### src/rtl/inv_sub_shift_ark.sv
// inv_sub_shift_ark: iterative AES-128 decrypt-round front end.
//   out_state = InvSubBytes(InvShiftRows(in_state)) ^ in_key
// State byte k occupies bits [8k:8k+7] of a [0:127] vector (row k%4, column k/4).
// The inverse S-box is computed (inverse affine, then GF(2^8) inverse).
// SBOX_LANES copies of it process SBOX_LANES bytes per cycle. Legal values are 4, 8 and 16.
// Optional feature: define ISSA_BLK_CNT_EN to add a 16-bit completed-block counter port blk_cnt.
module inv_sub_shift_ark #(
    parameter int SBOX_LANES = 4
) (
    input  logic         clk,
    input  logic         reset,
    input  logic         in_valid,
    output logic         in_ready,
    input  logic [0:127] in_state,
    input  logic [0:127] in_key,
    input  logic         in_last,
    output logic         out_valid,
    input  logic         out_ready,
    output logic [0:127] out_state,
    output logic         out_last
`ifdef ISSA_BLK_CNT_EN
    ,
    output logic [15:0]  blk_cnt
`endif
);

    localparam int NCYC  = 16 / SBOX_LANES;
    localparam int CNT_W = (NCYC > 1) ? $clog2(NCYC) : 1;
    localparam logic [CNT_W-1:0] CNT_LAST = CNT_W'(NCYC - 1);

    typedef enum logic [1:0] {
        ST_IDLE = 2'd0,
        ST_SUB  = 2'd1,
        ST_DONE = 2'd2
    } state_t;

    state_t           state_r;
    logic [CNT_W-1:0] cnt_r;
    logic [0:127]     work_r;
    logic [0:127]     key_r;
    logic             last_r;
    logic [0:127]     work_next_s;
    int               lane_base_s;

    // GF(2^8) multiply modulo x^8+x^4+x^3+x+1
    function automatic logic [7:0] gf_mul(input logic [7:0] a, input logic [7:0] b);
        logic [7:0] acc;
        logic [7:0] aa;
        acc = 8'h00;
        aa  = a;
        for (int i = 0; i < 8; i++) begin
            acc = acc ^ (aa & {8{b[i]}});
            aa  = {aa[6:0], 1'b0} ^ (8'h1b & {8{aa[7]}});
        end
        return acc;
    endfunction

    // Multiplicative inverse as x^254 (x^2 * x^4 * ... * x^128); maps 0 to 0
    function automatic logic [7:0] gf_inv(input logic [7:0] x);
        logic [7:0] sq;
        logic [7:0] res;
        sq  = x;
        res = 8'h01;
        for (int i = 1; i < 8; i++) begin
            sq  = gf_mul(sq, sq);
            res = gf_mul(res, sq);
        end
        return res;
    endfunction

    // Inverse S-box: undo the affine map, then invert in the field
    function automatic logic [7:0] inv_sbox(input logic [7:0] b);
        logic [7:0] a;
        a = {b[6:0], b[7]} ^ {b[4:0], b[7:5]} ^ {b[1:0], b[7:2]} ^ 8'h05;
        return gf_inv(a);
    endfunction

    // Row r is rotated right by r columns: out(r,c) = in(r,(c-r) mod 4)
    function automatic logic [0:127] inv_shift_rows(input logic [0:127] s);
        logic [0:127] t;
        t = 128'h0;
        for (int c = 0; c < 4; c++) begin
            for (int r = 0; r < 4; r++) begin
                t[7'(8 * (4 * c + r)) +: 8] = s[7'(8 * (4 * ((c - r + 4) % 4) + r)) +: 8];
            end
        end
        return t;
    endfunction

    // A new block is taken only in IDLE and never while reset is held
    assign in_ready    = (state_r == ST_IDLE) && reset;
    assign lane_base_s = int'(cnt_r) * SBOX_LANES;

    // Substitute and key-mix the lane group selected by cnt into a copy of the state
    always_comb begin
        logic [6:0] pos;
        work_next_s = work_r;
        pos         = 7'd0;
        for (int i = 0; i < SBOX_LANES; i++) begin
            pos = 7'(8 * (lane_base_s + i));
            work_next_s[pos +: 8] = inv_sbox(work_r[pos +: 8]) ^ key_r[pos +: 8];
        end
    end

    // Round FSM with datapath registers and registered outputs
    always_ff @(posedge clk or negedge reset) begin
        if (!reset) begin
            state_r   <= ST_IDLE;
            cnt_r     <= '0;
            work_r    <= 128'h0;
            key_r     <= 128'h0;
            last_r    <= 1'b0;
            out_valid <= 1'b0;
            out_state <= 128'h0;
            out_last  <= 1'b0;
        end else begin
            case (state_r)
                ST_IDLE: begin
                    if (in_valid) begin
                        work_r  <= inv_shift_rows(in_state);
                        key_r   <= in_key;
                        last_r  <= in_last;
                        cnt_r   <= '0;
                        state_r <= ST_SUB;
                    end else begin
                        state_r <= ST_IDLE;
                    end
                end
                ST_SUB: begin
                    work_r <= work_next_s;
                    if (cnt_r == CNT_LAST) begin
                        // Counter parks at its last value so it never wraps
                        state_r   <= ST_DONE;
                        out_valid <= 1'b1;
                        out_state <= work_next_s;
                        out_last  <= last_r;
                    end else begin
                        cnt_r <= cnt_r + CNT_W'(1);
                    end
                end
                ST_DONE: begin
                    if (out_ready) begin
                        out_valid <= 1'b0;
                        state_r   <= ST_IDLE;
                    end else begin
                        state_r <= ST_DONE;
                    end
                end
                default: begin
                    state_r   <= ST_IDLE;
                    out_valid <= 1'b0;
                end
            endcase
        end
    end

`ifdef ISSA_BLK_CNT_EN
    // Count delivered blocks; wraps naturally at 16 bits
    always_ff @(posedge clk or negedge reset) begin
        if (!reset) begin
            blk_cnt <= 16'h0000;
        end else if (out_valid && out_ready) begin
            blk_cnt <= blk_cnt + 16'h0001;
        end else begin
            blk_cnt <= blk_cnt;
        end
    end
`endif

endmodule
### config.mk
export PLATFORM = sky130hd
export DESIGN_NAME = inv_sub_shift_ark
export DESIGN_NICKNAME = d
export VERILOG_FILES = /design/src/rtl/inv_sub_shift_ark.sv
export SDC_FILE = /design/constraint.sdc
export NUM_CORES = 2
export LEC_CHECK = 0
export CORE_MARGIN = 8
export CORE_UTILIZATION = 45
export CTS_CLUSTER_DIAMETER = 50
export DETAILED_ROUTE_END_ITERATION = 10
export HOLD_SLACK_MARGIN = 0.1
export PLACE_DENSITY = 0.63
export RECOVER_POWER = 50
export SLEW_MARGIN = 20
export SYNTH_ARGS = -nofsm -noshare
export SYNTH_HDL_FRONTEND = slang
export SYNTH_SLANG_ARGS = --single-unit
### constraint.sdc
create_clock -name clk -period 19.3 [get_ports clk]
set_input_delay 2.895 -clock clk [delete_from_list [all_inputs] [get_ports clk]]
set_output_delay 2.895 -clock clk [all_outputs]
set_load 0.01 [all_outputs]
## After elaboration in Yosys (flattened, before gate mapping)

Index checks and enable logic that the tools add are counted.
W data, S select, Z words.

- Register bits after elaboration: 391
- Latch bits: 0
- Bits in writable memories: 0
- ROM bits: 0
- Bits of input ports: 261
- Output and inout port bits: 131
- Word-level logic and storage cells: 1256
- Memories kept: 0

- Add/sub/neg operators: 8
- Multiply operators: 0
- Div/mod/pow operators: 0
- Order comparisons: 0
- Equality and inequality tests: 7
- Shifts and indexed selects: 16
- Multiplexer cells: 16
- Bitwise gates (word level): 1193
- Reductions and logical operators: 8

Operators with widths:

| operator | number |
|---|---|
| $and A8 B8 Y8 | 416 |
| $xor A8 B8 Y8 | 376 |
| $xor A8 B5 Y8 | 364 |
| $shiftx A128 B8 Y129 | 8 |
| $shift A129 B9 Y128 const A | 4 |
| $shiftx A129 B9 Y128 | 4 |
| $bwmux W128 | 4 |
| $pmux W128 S2 | 1 |
| $mux W128 | 1 |
| $neg A8 Y9 | 4 |
| $not A7 Y8 | 4 |
| $xor A7 B8 Y8 | 4 |
| $xor A6 B7 Y7 | 4 |
| $xor A5 B6 Y6 | 4 |
| $xor A4 B5 Y5 | 4 |
| $xor A3 B4 Y4 | 4 |
| $xor A2 B3 Y3 | 4 |
| $add A4 B2 Y4 const B | 2 |
| $mux W2 | 4 |
| $ne A2 B2 Y1 const B | 4 |
| $not A2 Y2 | 4 |
| $xor A1 B2 Y2 | 4 |
| $pmux W2 S3 | 1 |
| $reduce_and A2 Y1 | 3 |
| 12 further kinds | 16 |

## Logic depth before layout (Yosys ltp)

- Word-level depth: 83
- Depth in mapped cells: 97
- Mapped depth without buffers: 81

## Worst setup path after synthesis

No wires, ideal clock.

- Kind: register -> register
- Start: reg cnt_r[0]
- End: reg out_state[70] (netlist name)
- Arrival: 20667 ps
- Required time: 19169 ps
- Path slack: -1499 ps
- Stages on the path, launching flop included: 91
- Buffers on the path: 18
- Period minus slack after synthesis: 20799 ps
- Cell sequence: dfrtp_1 buf_6 buf_8 buf_6 buf_12 mux4_2 buf_4 xnor3_1 buf_2 inv_1 ha_1 clkbuf_1 clkinv_1 ha_1 nor2_1 mux2i_1 o22ai_1 xnor2_1 [... 55 more ...] ha_1 clkbuf_1 inv_1 ha_1 xor2_1 nor2_1 xnor2_1 xnor2_1 xnor2_1 xnor2_1 xor2_1 nor2_1 xnor2_1 xnor2_1 xnor2_1 xor2_1 a2bb2oi_1 o21ai_1

- Longest elaborated chain between the ends: 82
- Elaborated cells between the ends (all ways): 1221
- Classes of those cells: add/sub (7); eq/ne (1); shift (16); mux (4); bitwise (1192); reduce/logical (1)

RTL lines:

| what | line | text |
|---|---|---|
| start: declaration | 38 | `logic [CNT_W-1:0] cnt_r;` |
| start signal: assignment | 138 | `cnt_r <= cnt_r + CNT_W'(1);` |
| $add A4 B1 Y4 or $not A7 Y8 (tied branches) | 100, 101 |  |
| $not A7 Y8 (not written as such) or $shiftx A128 B8 Y129 (tied branches) | 101 | `work_next_s[pos +: 8] = inv_sbox(work_r[pos +: 8]) ^ key_r[pos +: 8];` |
| $shiftx A128 B8 Y129 or $xor A8 B8 Y8 (tied branches) | 101, 74 |  |
| $xor A8 B8 Y8 | 74 | `a = {b[6:0], b[7]} ^ {b[4:0], b[7:5]} ^ {b[1:0], b[7:2]} ^ 8'h05;` |
| $xor A8 B8 Y8 or $not A2 Y2 (tied branches) | -- |  |
| $not A2 Y2 (no source line) or $xor A8 B5 Y8 (tied branches) | -- |  |
| $xor A8 B5 Y8 or $and A8 B8 Y8 (tied branches) | 53, 52 |  |
| $xor A8 B5 Y8 (tied with other cells) | 53 | `aa = {aa[6:0], 1'b0} ^ (8'h1b & {8{aa[7]}});` |
| [... 54 more ...] | -- |  |
| $xor A8 B8 Y8 (tied with other cells) (7 in a row) | 52 | `acc = acc ^ (aa & {8{b[i]}});` |
| $and A8 B8 Y8 (tied with other cells) | 52 |  |
| $xor A8 B8 Y8 (tied with other cells) (5 in a row) | 52 |  |
| $xor A8 B8 Y8 or $and A8 B8 Y8 (tied branches) | 52 |  |
| $xor A8 B8 Y8 (on tied branches) | 52, 101 |  |
| $xor A8 B8 Y8 or $shiftx A129 B9 Y128 (tied branches) | 101 |  |
| $shiftx A129 B9 Y128 or $bwmux W128 (tied branches) | 101 |  |
| $bwmux W128 (3 in a row) | 101 |  |
| end signal: assignment | 135 | `out_state <= work_next_s;` |
| end: declaration | 19 | `output logic [0:127] out_state,` |

Several ways; a longest one is shown, not always the timed one.
A chain may end at the register's enable or synchronous reset.

## Worst setup path in the final report

- Start: reg cnt_r[0]
- End: reg out_state[28] (netlist name)

The elaborated chain is that of the path after synthesis.

==> impl_metrics.json <==
{
  "drt-vias-per-instance": 5.79,
  "yosys_warnings": 0,
  "synth_edf_count": 0,
  "critPathKind": "flop to flop",
  "dr.pass1.iters": 6,
  "cts_tree": "built",
  "async_flop_share_pct": 100,
  "ys_types": 126,
  "setup_viol": 0,
  "critPathMaxFanout": 22,
  "clock-sinks": 391,
  "drcViolationCount": 0,
  "synth_area_mm2": 0.0811,
  "max_freq_mhz": 54.1,
  "synth_area_leader_cell": "xnor2_1",
  "grt_usage_pct": 26.1,
  "crit_top_cell": "ha_1",
  "grt_pass1_wl_mm": 413,
  "synth.top_cell.area_share_pct": 19.5,
  "htreeDepth": 2,
  "areaGrowthSynthToFinish_pct": 13.2,
  "yosysSeqAreaShare_pct": 12.1,
  "std_cell_rows": 155,
  "die_width_um": 440,
  "hpwl_mm": 197,
  "clk_pin_slew_ps": 70,
  "synth.avg_cell_area_um2": 8.07,
  "ys_top_cells_by_area": "xnor2_1, dfrtp_1, xnor3_1",
  "synthAdderAreaFrac_pct": 3.79,
  "worst_setup_path_end_kind": "flop",
  "synthSimpleGateAreaFrac_pct": 18.8,
  "worstMarginPinSlew_ps": 7530,
  "startpoint_type": "flop",
  "synth_top_family_by_area": "XOR/XNOR gates",
  "outcome": "finished, violations left",
  "cpMaxStageDelayCell": "xnor3_2",
  "port_buffers": 295,
  "finalMaxSlewViolations": 538,
  "hold_violations": 0,
  "core_mm2": 0.179,
  "cts_buffers": 47,
  "path_delay_family": "XOR/XNOR gates",
  "cp.arrival_ps": 18990,
  "post-route-min-period_ps": 18490,
  "ys_top_cells_by_count": "xnor2_1, nor2_1, nand2_1",
  "ios": 392,
  "initialDrtViolationCount": 6974,
  "ys.flop_type": "dfrtp_1",
  "dieArea_mm2": 0.194,
  "ant_nets": 0,
  "final_util_pct": 51.3,
  "critical_path.max_stage_delay_ps": 610,
  "synth-compound-area-share_pct": 13.8,
  "worstHoldPathType": "flop to flop",
  "drive_above_1_share_pct": 12.3,
  "min_period_over_period_pct": 95.8,
  "slew_headroom_pct": -402,
  "synth.most_common_cell": "xnor2_1",
  "via_count": 73600,
  "syn-num-nets": 10600,
  "die_y_um": 440,
  "violations": "max-capacitance violations, max-slew violations",
  "postCtsHoldBufs": 0,
  "insertion_delay_ps": 630,
  "cap_violations": 8,
  "fin_skew_ps": 34.4,
  "cts_buffer_depth": 3,
  "antenna_found_initial": 4,
  "fin_nets": 10800,
  "grt_overflow": 0,
  "cp_num_buf_inv": 13,
  "synth_mux_area_share_pct": 4.38,
  "clk_root_buffer_cell": "clkbuf_16",
  "grt_max_degree": 133,
  "drt_wl_total_mm": 269,
  "initial_core_util_pct": 45.3,
  "gp_congestion": 0.923,
  "worst-endpoint-required_ps": 19800,
  "syn_inst": 10100,
  "synth_xor_area_share_pct": 42.3,
  "ys_ff_latch": 391,
  "grt_pass1_vias": 70600,
  "wl_per_cell_um": 21.2
}
-- worst register-to-register path: cells and delay by family, from the launching register on --
family                     cells  cell delay (ps)
AOI/OAI and AO/OA             10             2220
xor gates and xnor gates      27             7300
adders and majority gates     10             3430
buffers and inverters         13             1870
DFF                            1              510
muxes                          1              600
and+or+nand+nor               12             2430
-- final timing paths --
| check | start | endpoint | slack [ps] | cells after the start |
|---|---|---|---|---|
| max | cnt_r[0]$_DFFE_PN0P_ | out_state[28]$_DFFE_PN0P_ | 810 | 73 |
| min | key_r[120]$_DFFE_PN0P_ | key_r[120]$_DFFE_PN0P_ | 470 | 2 |
| max reg2reg | cnt_r[0]$_DFFE_PN0P_ | out_state[28]$_DFFE_PN0P_ | 810 | 73 |
| min reg2reg | key_r[120]$_DFFE_PN0P_ | key_r[120]$_DFFE_PN0P_ | 470 | 2 |
| max in group asynchronous | reset | cnt_r[0]$_DFFE_PN0P_ | 4640 | 4 |
| min in group asynchronous | reset | key_r[122]$_DFFE_PN0P_ | 3580 | 1 |
-- metal layers --
metal	global-route usage (%)	part of all wire, %	vias to the layer above
met4	10.5	4.6	0
met5	0	0	-
met1	35.6	43	35700
li1	-	-	34600
met3	2.62	6.4	475
met2	42.6	46	2803
-- kinds of logic (layout without fill, tap and decap cells) --
family	after synthesis	after routing
xor gates and xnor gates	2992	2992
and+or+nand+nor	3583	3583
AOI/OAI and AO/OA	1651	1651
adders and majority gates	247	247
buffers and inverters	919	1224
muxes	267	270
DFF	391	391
other	0	2
-- final cells by class --
cell class / instances / area [um2]
Fill cell: 17100 / 87000
Multi-Input combinational cell: 8743 / 69100
Sequential cell: 391 / 9790
Timing Repair Buffer: 833 / 7050
Tap cell: 2355 / 2950
Clock buffer: 56 / 1290
Inverter: 304 / 1170
Clock inverter: 31 / 463
Antenna cell: 2 / 5.00
-- per-stage QoR --
stage                     instance area [um2]  hold slack [ps]  std cells  setup TNS (ps)  setup slack, ps
after floorplan                         81200              439      10100               0            0.712
after global placement                  87900              455      12500          -15630             -386
after detailed placement                87900              458      12500          -48760             -615
after CTS                               90000              473      12600               0             39.4
after global routing                    91800              490      12700            -917            -61.8
final                                   91800              468      12700               0              812
-- timing repair --
action	in CTS	in global routing
buffers inserted	11	91
pin swaps	4	46
gates cloned	1	4
resized for setup	30	180
endpoints found under the setup margin	234	256
-- cells in the final DEF, fill, tap and decap left out, types with 43 or more instances in the layout --
cell type        netlist  layout
nand2b_1              77      77
o22ai_1              107     106
nand2_1             1312    1310
clkdlybuf4s50_1        0     257
xnor2_2               78     171
dfrtp_1              391     389
xnor2_1             1807    1700
xor2_2                28      49
or3_1                 57      56
a21o_1                59      59
a211oi_1              75      71
a22oi_1               69      67
nor2_1              1438    1431
mux4_2                66      66
inv_1                209     198
and2_1                56      53
xnor3_1              398     382
o211ai_1              85      85
a21oi_1              389     384
mux2i_1              161     161
nor3_1               194     189
and3_1                64      64
o21ai_1               51      54
buf_4                 51     525
ha_1                 241     219
clkbuf_16              0      49
nand3_1              149     148
nor2b_1               77      77
inv_2                 63      70
a221oi_1              73      67
xor3_1                60      56
a31oi_1               43      43
xor2_1               565     538
xnor3_2               28      44
o21ai_0              289     286
-- flip-flops by register name, summed over array words and instances (netlist names) --
signal / flops
key_r: 128
out_valid: 1
state_r: 2
last_r: 1
cnt_r: 2
out_last: 1
out_state: 128
work_r: 128
Power is left out: the tool's default activity adds up to more than one toggle a clock period on the data nets, which glitch-free logic cannot reach.
